File: src/rtl/audio_pkg.sv
// Shared constants and types for the I2S speaker path: sample width, frame slot
// count, default clock divider ratios and the slot-to-bit mapping of a frame.
package audio_pkg;

  localparam int SAMPLE_W          = 16;
  localparam int SLOTS_PER_FRAME   = 32;
  localparam int SLOT_W            = $clog2(SLOTS_PER_FRAME);
  localparam int MCLK_DIV_LOG2_DEF = 2;
  localparam int SCK_DIV_LOG2_DEF  = 2;

  typedef struct packed {
    logic [SAMPLE_W-1:0] left;
    logic [SAMPLE_W-1:0] right;
  } stereo_t;

  // Bit carried in a given slot: slot 0 is the previous right LSB, 1..16 the
  // left word MSB-first, 17..31 the right word bits 15..1.
  function automatic logic slot_bit(input stereo_t pair, input logic r0,
                                    input logic [SLOT_W-1:0] slot);
    logic [3:0] idx;
    idx = 4'(5'd16 - slot);
    if (slot == 5'd0) begin
      slot_bit = r0;
    end else if (slot <= 5'd16) begin
      slot_bit = pair.left[idx];
    end else begin
      slot_bit = pair.right[idx];
    end
  endfunction

endpackage

File: src/rtl/audio_clk_gen.sv
// Free-running frame counter producing the DAC clocks straight from counter
// bits, the current slot index and registered slot-end / frame-end strobes.
module audio_clk_gen
  import audio_pkg::*;
#(
  parameter int MCLK_DIV_LOG2 = MCLK_DIV_LOG2_DEF,
  parameter int SCK_DIV_LOG2  = SCK_DIV_LOG2_DEF
) (
  input  logic              clk,
  input  logic              rst_n,
  output logic              o_mclk,
  output logic              o_sck,
  output logic              o_lrck,
  output logic [SLOT_W-1:0] o_slot,
  output logic              o_slot_end,
  output logic              o_frame_end
);

  localparam int CW = MCLK_DIV_LOG2 + SCK_DIV_LOG2 + 5;
  localparam int SW = CW - SLOT_W;

  logic [CW-1:0] r_cnt;
  logic          r_slot_end;
  logic          r_frame_end;
  logic [CW-1:0] w_cnt_next;

  always_comb begin
    w_cnt_next = r_cnt + CW'(1);
  end

  // Strobes are registered from the next count so they are high during the
  // last clk of a slot / frame.
  always_ff @(posedge clk or negedge rst_n) begin
    if (!rst_n) begin
      r_cnt       <= '0;
      r_slot_end  <= 1'b0;
      r_frame_end <= 1'b0;
    end else begin
      r_cnt       <= w_cnt_next;
      r_slot_end  <= &w_cnt_next[SW-1:0];
      r_frame_end <= &w_cnt_next;
    end
  end

  assign o_mclk      = r_cnt[MCLK_DIV_LOG2-1];
  assign o_sck       = r_cnt[MCLK_DIV_LOG2+SCK_DIV_LOG2-1];
  assign o_lrck      = r_cnt[CW-1];
  assign o_slot      = r_cnt[CW-1 -: SLOT_W];
  assign o_slot_end  = r_slot_end;
  assign o_frame_end = r_frame_end;

endmodule

File: src/rtl/speaker_i2s_tx.sv
// I2S transmitter for the CS4344 DAC: latches one stereo pair per frame and
// shifts it out MSB-first with the one-bit I2S delay on audio_sdin.
module speaker_i2s_tx
  import audio_pkg::*;
#(
  parameter int MCLK_DIV_LOG2 = MCLK_DIV_LOG2_DEF,
  parameter int SCK_DIV_LOG2  = SCK_DIV_LOG2_DEF
) (
  input  logic                clk,
  input  logic                rst_n,
  input  logic [SAMPLE_W-1:0] audio_left,
  input  logic [SAMPLE_W-1:0] audio_right,
  output logic                audio_mclk,
  output logic                audio_lrck,
  output logic                audio_sck,
  output logic                audio_sdin,
  output logic                sample_req
);

  logic [SLOT_W-1:0] w_slot;
  logic [SLOT_W-1:0] w_next_slot;
  logic              w_slot_end;
  logic              w_frame_end;
  logic              w_prev_r0_next;
  logic              w_sdin_next;

  stereo_t r_lat;
  logic    r_prev_r0;
  logic    r_sdin;

  audio_clk_gen #(
    .MCLK_DIV_LOG2(MCLK_DIV_LOG2),
    .SCK_DIV_LOG2 (SCK_DIV_LOG2)
  ) u_clk_gen (
    .clk        (clk),
    .rst_n      (rst_n),
    .o_mclk     (audio_mclk),
    .o_sck      (audio_sck),
    .o_lrck     (audio_lrck),
    .o_slot     (w_slot),
    .o_slot_end (w_slot_end),
    .o_frame_end(w_frame_end)
  );

  // sdin is loaded one clk ahead for the upcoming slot; slot 0 must see the
  // old right LSB that is being moved into prev_r0 in the same cycle.
  always_comb begin
    w_next_slot    = w_slot + 5'd1;
    w_prev_r0_next = r_prev_r0;
    if (w_frame_end) begin
      w_prev_r0_next = r_lat.right[0];
    end else begin
      w_prev_r0_next = r_prev_r0;
    end
    w_sdin_next = slot_bit(r_lat, w_prev_r0_next, w_next_slot);
  end

  // Sample latches and serial data register.
  always_ff @(posedge clk or negedge rst_n) begin
    if (!rst_n) begin
      r_lat     <= '0;
      r_prev_r0 <= 1'b0;
      r_sdin    <= 1'b0;
    end else begin
      r_prev_r0 <= w_prev_r0_next;
      if (w_frame_end) begin
        r_lat <= '{left: audio_left, right: audio_right};
      end else begin
        r_lat <= r_lat;
      end
      if (w_slot_end) begin
        r_sdin <= w_sdin_next;
      end else begin
        r_sdin <= r_sdin;
      end
    end
  end

  assign audio_sdin = r_sdin;
  assign sample_req = w_frame_end;

endmodule

File: config.mk
export PLATFORM = sky130hd
export DESIGN_NAME = speaker_i2s_tx
export DESIGN_NICKNAME = d
export VERILOG_FILES = /design/src/rtl/audio_pkg.sv /design/src/rtl/audio_clk_gen.sv /design/src/rtl/speaker_i2s_tx.sv
export SDC_FILE = /design/constraint.sdc
export NUM_CORES = 1
export LEC_CHECK = 0
export BUFFER_PORTS_ARGS = -buffer_cell sky130_fd_sc_hd__buf_2
export CAP_MARGIN = 25
export CORE_ASPECT_RATIO = 1.1
export CORE_MARGIN = 4
export CORE_UTILIZATION = 47
export DETAILED_ROUTE_END_ITERATION = 8
export PLACE_DENSITY = 0.65
export SYNTH_ARGS = -nofsm -noshare
export SYNTH_HDL_FRONTEND = slang
export SYNTH_HIERARCHICAL = 1
export SYNTH_SLANG_ARGS = --single-unit
File: constraint.sdc
create_clock -name clk -period 5.4 [get_ports clk]
set_input_delay 0.54 -clock clk [delete_from_list [all_inputs] [get_ports clk]]
set_output_delay 0.54 -clock clk [all_outputs]
set_load 0.05 [all_outputs]
### After elaboration in Yosys (flattened, before gate mapping)

Index checks and enable logic that the tools add are counted.

| cells by class | value |
|---|---|
| multiplexer cells | 7 |
| $mul | 0 |
| bitwise gates (word level) | 0 |
| add/sub/neg operators | 3 |
| eq/ne operators | 0 |
| reduce and logical (&&, ||, !) cells | 3 |
| order comparisons | 2 |
| shifts and indexed selects | 0 |
| div/mod/pow operators | 0 |

Operator list:

| kind | count |
|---|---|
| 9-bit by 1-bit adder with 9-bit output, second input constant | 1 |
| 9-bit AND reduction | 1 |
| 1-bit binary-select mux with 4-bit select | 2 |
| 5-bit by 1-bit adder with 5-bit output, second input constant | 1 |
| 5-bit less-or-equal comparator, second input constant | 1 |
| 5-bit zero test | 1 |
| 4-bit by 5-bit < comparator with 1-bit output, second input constant | 1 |
| 1-bit two-way mux | 5 |
| 4-bit AND reduction | 1 |
| 1-bit by 4-bit subtractor with 4-bit output, first input constant | 1 |

| storage, ports and cells | value |
|---|---|
| memories | 0 |
| memory bits (read-only) | 0 |
| register bits after elaboration | 45 |
| latch bits | 0 |
| logic and storage cells | 22 |
| memory bits (writable) | 0 |
| input bits | 34 |
| output and inout port bits | 5 |

### Logic depth before layout (Yosys ltp)

Gate-level depths: netlist of run 1.

| depth | value |
|---|---|
| depth in word-level cells | 6 |
| depth in mapped cells | 9 |
| mapped depth without buffers | 7 |

### Modules after synthesis

Netlist of run 1, hierarchy kept.

Modules (own cells, without submodules):

| module | sequential area each (um^2) | cells an instance | times used | area an instance (um^2) |
|---|---|---|---|---|
| speaker_i2s_tx | 850.8 | 120 | 1 | 1722.9 |
| audio_clk_gen | 275.3 | 52 | 1 | 569.3 |

### Worst setup path after synthesis of run 1

Ideal clock, no wire load.

| timing path | value |
|---|---|
| path kind | flip-flop to flip-flop |
| start | register u_clk_gen.r_cnt[4] |
| end | register r_sdin, in the netlist audio_sdin |
| setup time | 0.096 ns |
| period minus slack after synthesis | 2.267 ns |
| setup slack | 3.133 ns |
| data arrival time | 2.172 ns |
| stages on the path, launching flop included | 10 |
| buffers on the path | 2 |
| cell sequence | dfrtp_1 buf_4 ha_1 buf_2 nand3_1 o31a_1 o221a_1 and3_1 o211a_1 nor4_2 |

| on the way | value |
|---|---|
| word-level cells in the longest chain between the ends | 6 |
| elaborated cells on any way between the ends | 10 |

Ends and longest elaborated chain:

| element | RTL line | source |
|---|---|---|
| start: declaration | audio_clk_gen.sv:22 | `logic [CW-1:0] r_cnt;` |
| start signal: assignment | audio_clk_gen.sv:39 | `r_cnt <= w_cnt_next;` |
| 5-bit by 1-bit adder with 5-bit output (*) | speaker_i2s_tx.sv:48 | `w_next_slot = w_slot + 5'd1;` |
| 1-bit by 4-bit subtractor with 4-bit output | audio_pkg.sv:21 | `idx = 4'(5'd16 - slot);` |
| 1-bit binary-select mux with 4-bit select (on tied branches) | audio_pkg.sv:27, audio_pkg.sv:25 |  |
| 1-bit two-way mux (on tied branches) | audio_pkg.sv:27, audio_pkg.sv:25 |  |
| 1-bit two-way mux | audio_pkg.sv:24 | `end else if (slot <= 5'd16) begin` |
| 1-bit two-way mux (*) | audio_pkg.sv:22 | `if (slot == 5'd0) begin` |
| end signal: assignment | speaker_i2s_tx.sv:72 | `r_sdin <= w_sdin_next;` |
| end signal: assignment | speaker_i2s_tx.sv:74 | `r_sdin <= r_sdin;` |
| end: declaration | speaker_i2s_tx.sv:29 | `logic r_sdin;` |

Every way passes the cells marked *; elsewhere a longest branch is shown, timed or not. The select of a mux whose other input is x is not followed.
A chain may end at the register's enable or synchronous reset.

### Worst setup path after layout of run 1

Ends and elaborated chain as after synthesis.

==> flow_metrics.tcl, run 1 <==
set metrics [dict create \
    clk_pin_slew_ns 0.08 \
    finalWorstSetupSlack_ns 2.61 \
    critical_path_depth 6 \
    post_synth_most_frequent_cells "dfrtp_1, mux2_2, mux4_2" \
    setup_tns_final_ns 0 \
    worstReg2RegStart "u_clk_gen/r_cnt[4]$_DFF_PN0_" \
    setup.worst_path.class "reg -> reg" \
    sw_share_pct 19.9 \
    synth_nets 210 \
    p_leak_uw 0.00127 \
    internal_power_uw 462 \
    timing_worst_slew_pin_value_ns 0.799 \
    synth-seq-cells 45 \
    drt_pass1_iterations 4 \
    dieArea_mm2 0.00606 \
    layout-drive-gt1-share_pct 47.4 \
    grt_overflow_total 0 \
    detailed_route_vias_per_instance 5.59 \
    synth.most_common_cell "dfrtp_1" \
    cts_hold_repair.buffers 0 \
    crit-reg2reg-capture "audio_sdin$_DFFE_PN0P_" \
    outcome "finished clean" \
    hpwl_after_detailed_placement_mm 3.20 \
    max_cap_viol_count 0 \
    placed_cells 256 \
    worst_clk_skew_ns 0.00779 \
    h_tree_depth_reported_by_cts 2 \
    synth-async-reset-ratio_pct 100 \
    vias 1481 \
    dp_slack_ns 2.58 \
    io-pin-count 39 \
    cts.sinks 45 \
    design.core.area_mm2 0.00468 \
    synth-edff-count 0 \
    syn_avg_cell_area_um2 13.3 \
    die_height_um 81.2 \
    path_max_fanout 18 \
    layout_worst_path_cycle_share_pct 51.7 \
    start_kind "register" \
    detail_route.iter0.violations 69 \
    hold_path.class "in -> async" \
    cts_resized 0 \
    worstRegToRegCells 6 \
    cts_root_cell "clkbuf_8" \
    reg2reg_setup_slack_ns 2.61 \
    global_route.usage.total_pct 16.0 \
    worst-endpoint-arrival_ns 2.99 \
    timing.critical_path.slowest_cell_delay_ns 0.87 \
    synth-main-ff-cell "dfrtp_1" \
    syn_area_mm2 0.00229 \
    setup_violations 0 \
    yosysUniqueCellTypes 42 \
    ys_warn_count 6 \
    max_slew_margin_pct 46.7 \
    die_x_um 74.6 \
    post-synth-top-area-fraction_pct 49.1 \
    areaGrowthSynthToFinish_pct 14.0 \
    max_freq_mhz 358 \
    worst_skew_pair.late_latency_ns 0.29 \
    timing_max_transition_violations_final 0 \
    initial_utilization_pct 48.9 \
    tritoncts.num_buffers 5 \
    clock_path_buffers 2 \
    layoutNonFillerInstCount 265 \
    rows 26 \
    finalHoldViolations 0 \
    wirelength_per_cell_um 16.0 \
    cts_tree "built" \
    clock_power_share_pct 38.3 \
    cpMaxStageDelayCell "dfrtp_1" \
    critical_path.cell_chain "ha_1 -> o31a_1 -> o221a_1 -> and3_1 -> o211a_1 -> nor4_2" \
    vdd_drop_max_mv 0.134 \
    antenna_left 0 \
    grt_setup_unrepaired "false" \
    first_global_vias 1600 \
    finalWeightedCongestion 0.800 \
    combinational_group_share_of_total_power_pct 3.3 \
    power_per_cell_area_mw_per_mm2 221 \
    crit_required_ns 5.60 \
    netlist_instances 172 \
    cp_bufs_invs 0 \
    type_of_destination_of_the_critical_path "register" \
    grt_first_pass_wirelength_mm 7.34 \
    synth.largest_area_cell "dfrtp_1" \
    worst_path_dominant_cell_family "compound AO/OA/AOI/OAI gates" \
    p_switching_uw 115 \
    remaining_drc_errors 0 \
    synth_area_leaders "dfrtp_1, mux2_2, mux4_2" \
    nFillCells 413 \
    grt_start_max_net_pins 46 \
    seqPwrFrac_pct 58.3 \
    postCtsSetupBuffers 0 \
    fin_crit_ns 2.79 \
    grt_antenna_before_repair 0 \
    antenna_cells 0 \
    drt-total-wl_mm 4.25 \
    design.final.nets 246 \
    port_buffers 38 \
    synth_sequential_area_ratio_pct 49.1 \
]
-- cells in the final DEF (no fill, tap or decap), drive strengths merged, types with 2 or more instances in the layout --
cell,instances
dfrtp,45
buf,40
mux2,34
mux4,8
xnor2,8
nand3,8
nand2,7
clkbuf,7
and3,5
inv,4
ha,4
mux2i,3
nand2b,3
a21oi,3
nand4,3
a211oi,3
o21ai,3
xor2,2
nor2,2
and2,2
-- per-layer routing --
| metal | routed length, um | up-vias | GRT usage, % |
|---|---|---|---|
| met2 | 2200 | 31 | 26.7 |
| li1 | - | 699 | - |
| met4 | 57 | 0 | 5.34 |
| met1 | 1780 | 745 | 20.1 |
| met3 | 202 | 6 | 4.21 |
| met5 | 0 | - | 0 |
-- power groups by stage --
stage,logic [uW],registers [uW],clock network [uW]
3_5_place_dp,18.4,343,0
6_report,19.3,337,221
5_1_grt,22.5,337,246
3_3_place_gp,17.1,343,0
2_1_floorplan,0.196,343,0
4_1_cts,18.3,337,232
-- cell type report --
type | count | area [um^2] | area share (%)
clock buffer | 7 | 96.3 | 3.69
clock inverter | 1 | 5.00 | 0.192
inverter | 4 | 15.0 | 0.575
multi-input combinational | 112 | 1080 | 41.4
sequential | 45 | 1130 | 43.1
tap | 56 | 70.1 | 2.68
timing repair buffer | 40 | 218 | 8.33
-- cells by family after synthesis --
group,synth area share [%]
AO/OA/AOI/OAI,4.75
XOR/XNOR,4.15
adder cells (fa/ha/maj),2.18
buffers and inverters,3.66
flip-flops,49.1
multiplexers,25.9
AND/OR/NAND/NOR,10.3
-- stage by stage --
stage | total power, uW | hold WS, ns | instance area, um^2 | utilization [%]
after floorplan | 344 | 0.244 | 2290 | -
after global placement | 360 | 0.484 | 2490 | 53.2
after detailed placement | 362 | 0.496 | 2490 | 53.2
after CTS | 587 | 0.429 | 2590 | 55.3
after global routing | 605 | 0.0384 | 2610 | 55.8
final | 577 | 0.0541 | 2610 | 55.8
-- worst max-delay path by stage --
stage	from	endpoint	slack, ns
2_1_floorplan	u_clk_gen/r_cnt[4]$_DFF_PN0_	audio_sdin$_DFFE_PN0P_	3.13
3_3_place_gp	u_clk_gen/r_cnt[4]$_DFF_PN0_	audio_sdin$_DFFE_PN0P_	2.67
3_5_place_dp	u_clk_gen/r_cnt[4]$_DFF_PN0_	audio_sdin$_DFFE_PN0P_	2.58
4_1_cts	u_clk_gen/r_cnt[4]$_DFF_PN0_	audio_sdin$_DFFE_PN0P_	2.55
5_1_grt	u_clk_gen/r_cnt[4]$_DFF_PN0_	audio_sdin$_DFFE_PN0P_	2.39
6_report	u_clk_gen/r_cnt[4]$_DFF_PN0_	audio_sdin$_DFFE_PN0P_	2.61
-- registers in the layout, summed over array words and instances, names as in the netlist --
name and cells:
r_prev_r0 1, audio_sdin 1, u_clk_gen/o_frame_end 1, r_lat 32, u_clk_gen/o_slot_end 1, u_clk_gen/r_cnt 9
Note: power is estimated with default switching activity, not from simulation.
==> run 2: changes to the inputs <==
--- a/config.mk
+++ b/config.mk
@@ -11,7 +11,7 @@
 export CORE_MARGIN = 4
 export CORE_UTILIZATION = 47
 export DETAILED_ROUTE_END_ITERATION = 8
-export PLACE_DENSITY = 0.65
+export PLACE_DENSITY = 0.67
 export SYNTH_ARGS = -nofsm -noshare
 export SYNTH_HDL_FRONTEND = slang
 export SYNTH_HIERARCHICAL = 1
==> constraint.sdc (replaced) <==
create_clock -name clk -period 2.3 [get_ports clk]
set_input_delay 0.23 -clock clk [delete_from_list [all_inputs] [get_ports clk]]
set_output_delay 0.23 -clock clk [all_outputs]
set_load 0.05 [all_outputs]
==> run 2 against run 1 <==
- clock-buffer cell count stayed put
- sequential cell count did not move
- cell area up 2.1%
- worst setup slack worse by 2.5 ns
- first-iteration DRC count down 12%
- global-route usage is 0.070 points higher
- cell count is 2.6% higher
- critical endpoint unchanged
- largest cell class unchanged
==> flow_metrics.tcl, run 2 (synthesis gave the netlist of run 1 again) <==
set metrics [dict create \
    outcome "finished clean" \
    setup_violations 0 \
    h_tree_depth_reported_by_cts 2 \
    tritoncts.num_buffers 5 \
    max_cap_viol_count 0 \
    grt_first_pass_wirelength_mm 7.49 \
    final_cell_mix "dfrtp_1, buf_2, mux2_2" \
    wirelength_per_cell_um 15.9 \
    p_leak_uw 0.00129 \
    largest_register_ffs 32 \
    setup_tns_final_ns 0 \
    detailed_route_vias_per_instance 5.47 \
    design.core.area_mm2 0.00468 \
    finalWeightedCongestion 0.835 \
    start_kind "register" \
    nFillCells 403 \
    worst-endpoint-arrival_ns 2.38 \
    worst_clk_skew_ns 0.00737 \
    drt-total-wl_mm 4.32 \
    die_x_um 74.6 \
    max_slew_margin_pct 66.2 \
    timing_max_transition_violations_final 0 \
    max_freq_mhz 460 \
    areaGrowthSynthToFinish_pct 16.3 \
    whs_ns 0.161 \
    drt_pass1_iterations 4 \
    vias 1489 \
    power_per_cell_area_mw_per_mm2 493 \
    vdd_drop_max_mv 0.335 \
    final_common_cell "dfrtp_1" \
    fin_crit_ns 2.17 \
    initial_utilization_pct 48.9 \
    timing.hold.worst_path_depth 2 \
    timing_worst_slew_pin_value_ns 0.507 \
    antenna_cells 0 \
    grt_antenna_before_repair 0 \
    clock_path_buffers 2 \
    global_route.usage.total_pct 16.1 \
    layout_worst_path_cycle_share_pct 94.5 \
    worstRegToRegCells 6 \
    first_global_vias 1633 \
    cts_root_cell "clkbuf_8" \
    cts_tree "built" \
    detail_route.iter0.violations 61 \
    antenna_left 0 \
    grt_start_max_net_pins 46 \
    hpwl_after_detailed_placement_mm 3.30 \
    dieArea_mm2 0.00606 \
    grt_setup_unrepaired "false" \
    max_flop_register "r_lat" \
    design.final.nets 253 \
    postCtsSetupBuffers 0 \
    top_regs "r_lat: 32 flops, u_clk_gen/r_cnt: 9 flops" \
    die_height_um 81.2 \
    remaining_drc_errors 0 \
    path_max_fanout 5 \
    port_buffers 38 \
    crit_required_ns 2.50 \
    cts.sinks 45 \
    worst_skew_pair.late_latency_ns 0.29 \
    layout-drive-gt1-share_pct 48.6 \
    finalHoldViolations 0 \
    clk_pin_slew_ns 0.09 \
    grt_overflow_total 0 \
    io-pin-count 39 \
    hold_path.class "in -> reg" \
    setup.worst_path.class "reg -> reg" \
    rows 26 \
    type_of_destination_of_the_critical_path "register" \
]
[run 2: critical path, stage by stage (launching register included)]
cell and delay, ns:
dfrtp_1 0.42, ha_1 0.37, o31a_1 0.32, o221a_1 0.32
and3_1 0.18, o211a_1 0.21, nor4_2 0.26
[run 2: area by class of cell]
type | instances | area (um^2) | share of cell area (%)
flip-flops and latches | 45 | 1130 | 42.3
multi-input cells | 112 | 1090 | 40.9
repair buffers | 47 | 280 | 10.5
clock buffers | 7 | 76.3 | 2.86
well taps | 56 | 70.1 | 2.63
inverters | 4 | 15.0 | 0.563
clock inverters | 1 | 7.51 | 0.282
[run 2: routing by layer]
metal,GRT usage [%],part of all wire [%],vias to the layer above
met5,0,0,-
met1,20.2,43,736
met4,3.91,0.86,0
met3,4.21,4.2,5
li1,-,-,713
met2,27.5,52,35
[run 2: power by group]
| group | internal, uW | leakage (uW) | switching (uW) |
|---|---|---|---|
| Clock | 215 | 0.0000385 | 262 |
| Sequential | 790 | 0.000614 | 0 |
| Combinational | 25.5 | 0.000641 | 22.9 |
| Total | 1030 | 0.00129 | 284 |
[run 2: per-stage QoR]
step	total power (uW)	util, %	setup slack (ns)	cell area [um^2]	instances
after detailed placement	849	54.1	0.0961	2540	262
after floorplan	807	-	0.0329	2290	172
after global placement	847	54.1	0.209	2540	262
final	1320	56.9	0.127	2670	272
after global routing	1380	56.9	0.00223	2670	272
after CTS	1320	55.9	0.0792	2620	270
[run 2: final timing paths]
check	startpoint	endpoint	slack, ns
min in group asynchronous	rst_n	u_clk_gen/r_cnt[4]$_DFF_PN0_	0.43
hold / removal	audio_right[11]	r_lat[11]$_DFFE_PN0P_	0.16
setup / recovery	u_clk_gen/r_cnt[4]$_DFF_PN0_	audio_sdin$_DFFE_PN0P_	0.13
hold reg to reg	r_prev_r0$_DFF_PN0_	r_prev_r0$_DFF_PN0_	0.50
max in group asynchronous	rst_n	r_lat[2]$_DFFE_PN0P_	1.37
setup reg to reg	u_clk_gen/r_cnt[4]$_DFF_PN0_	audio_sdin$_DFFE_PN0P_	0.13
[run 2: repair_timing]
item                                   in CTS  in global routing
hold buffers                                0                  1
endpoints found under the hold margin       0                 21
setup endpoints to repair                   0                  1
gates resized for setup                     0                  2
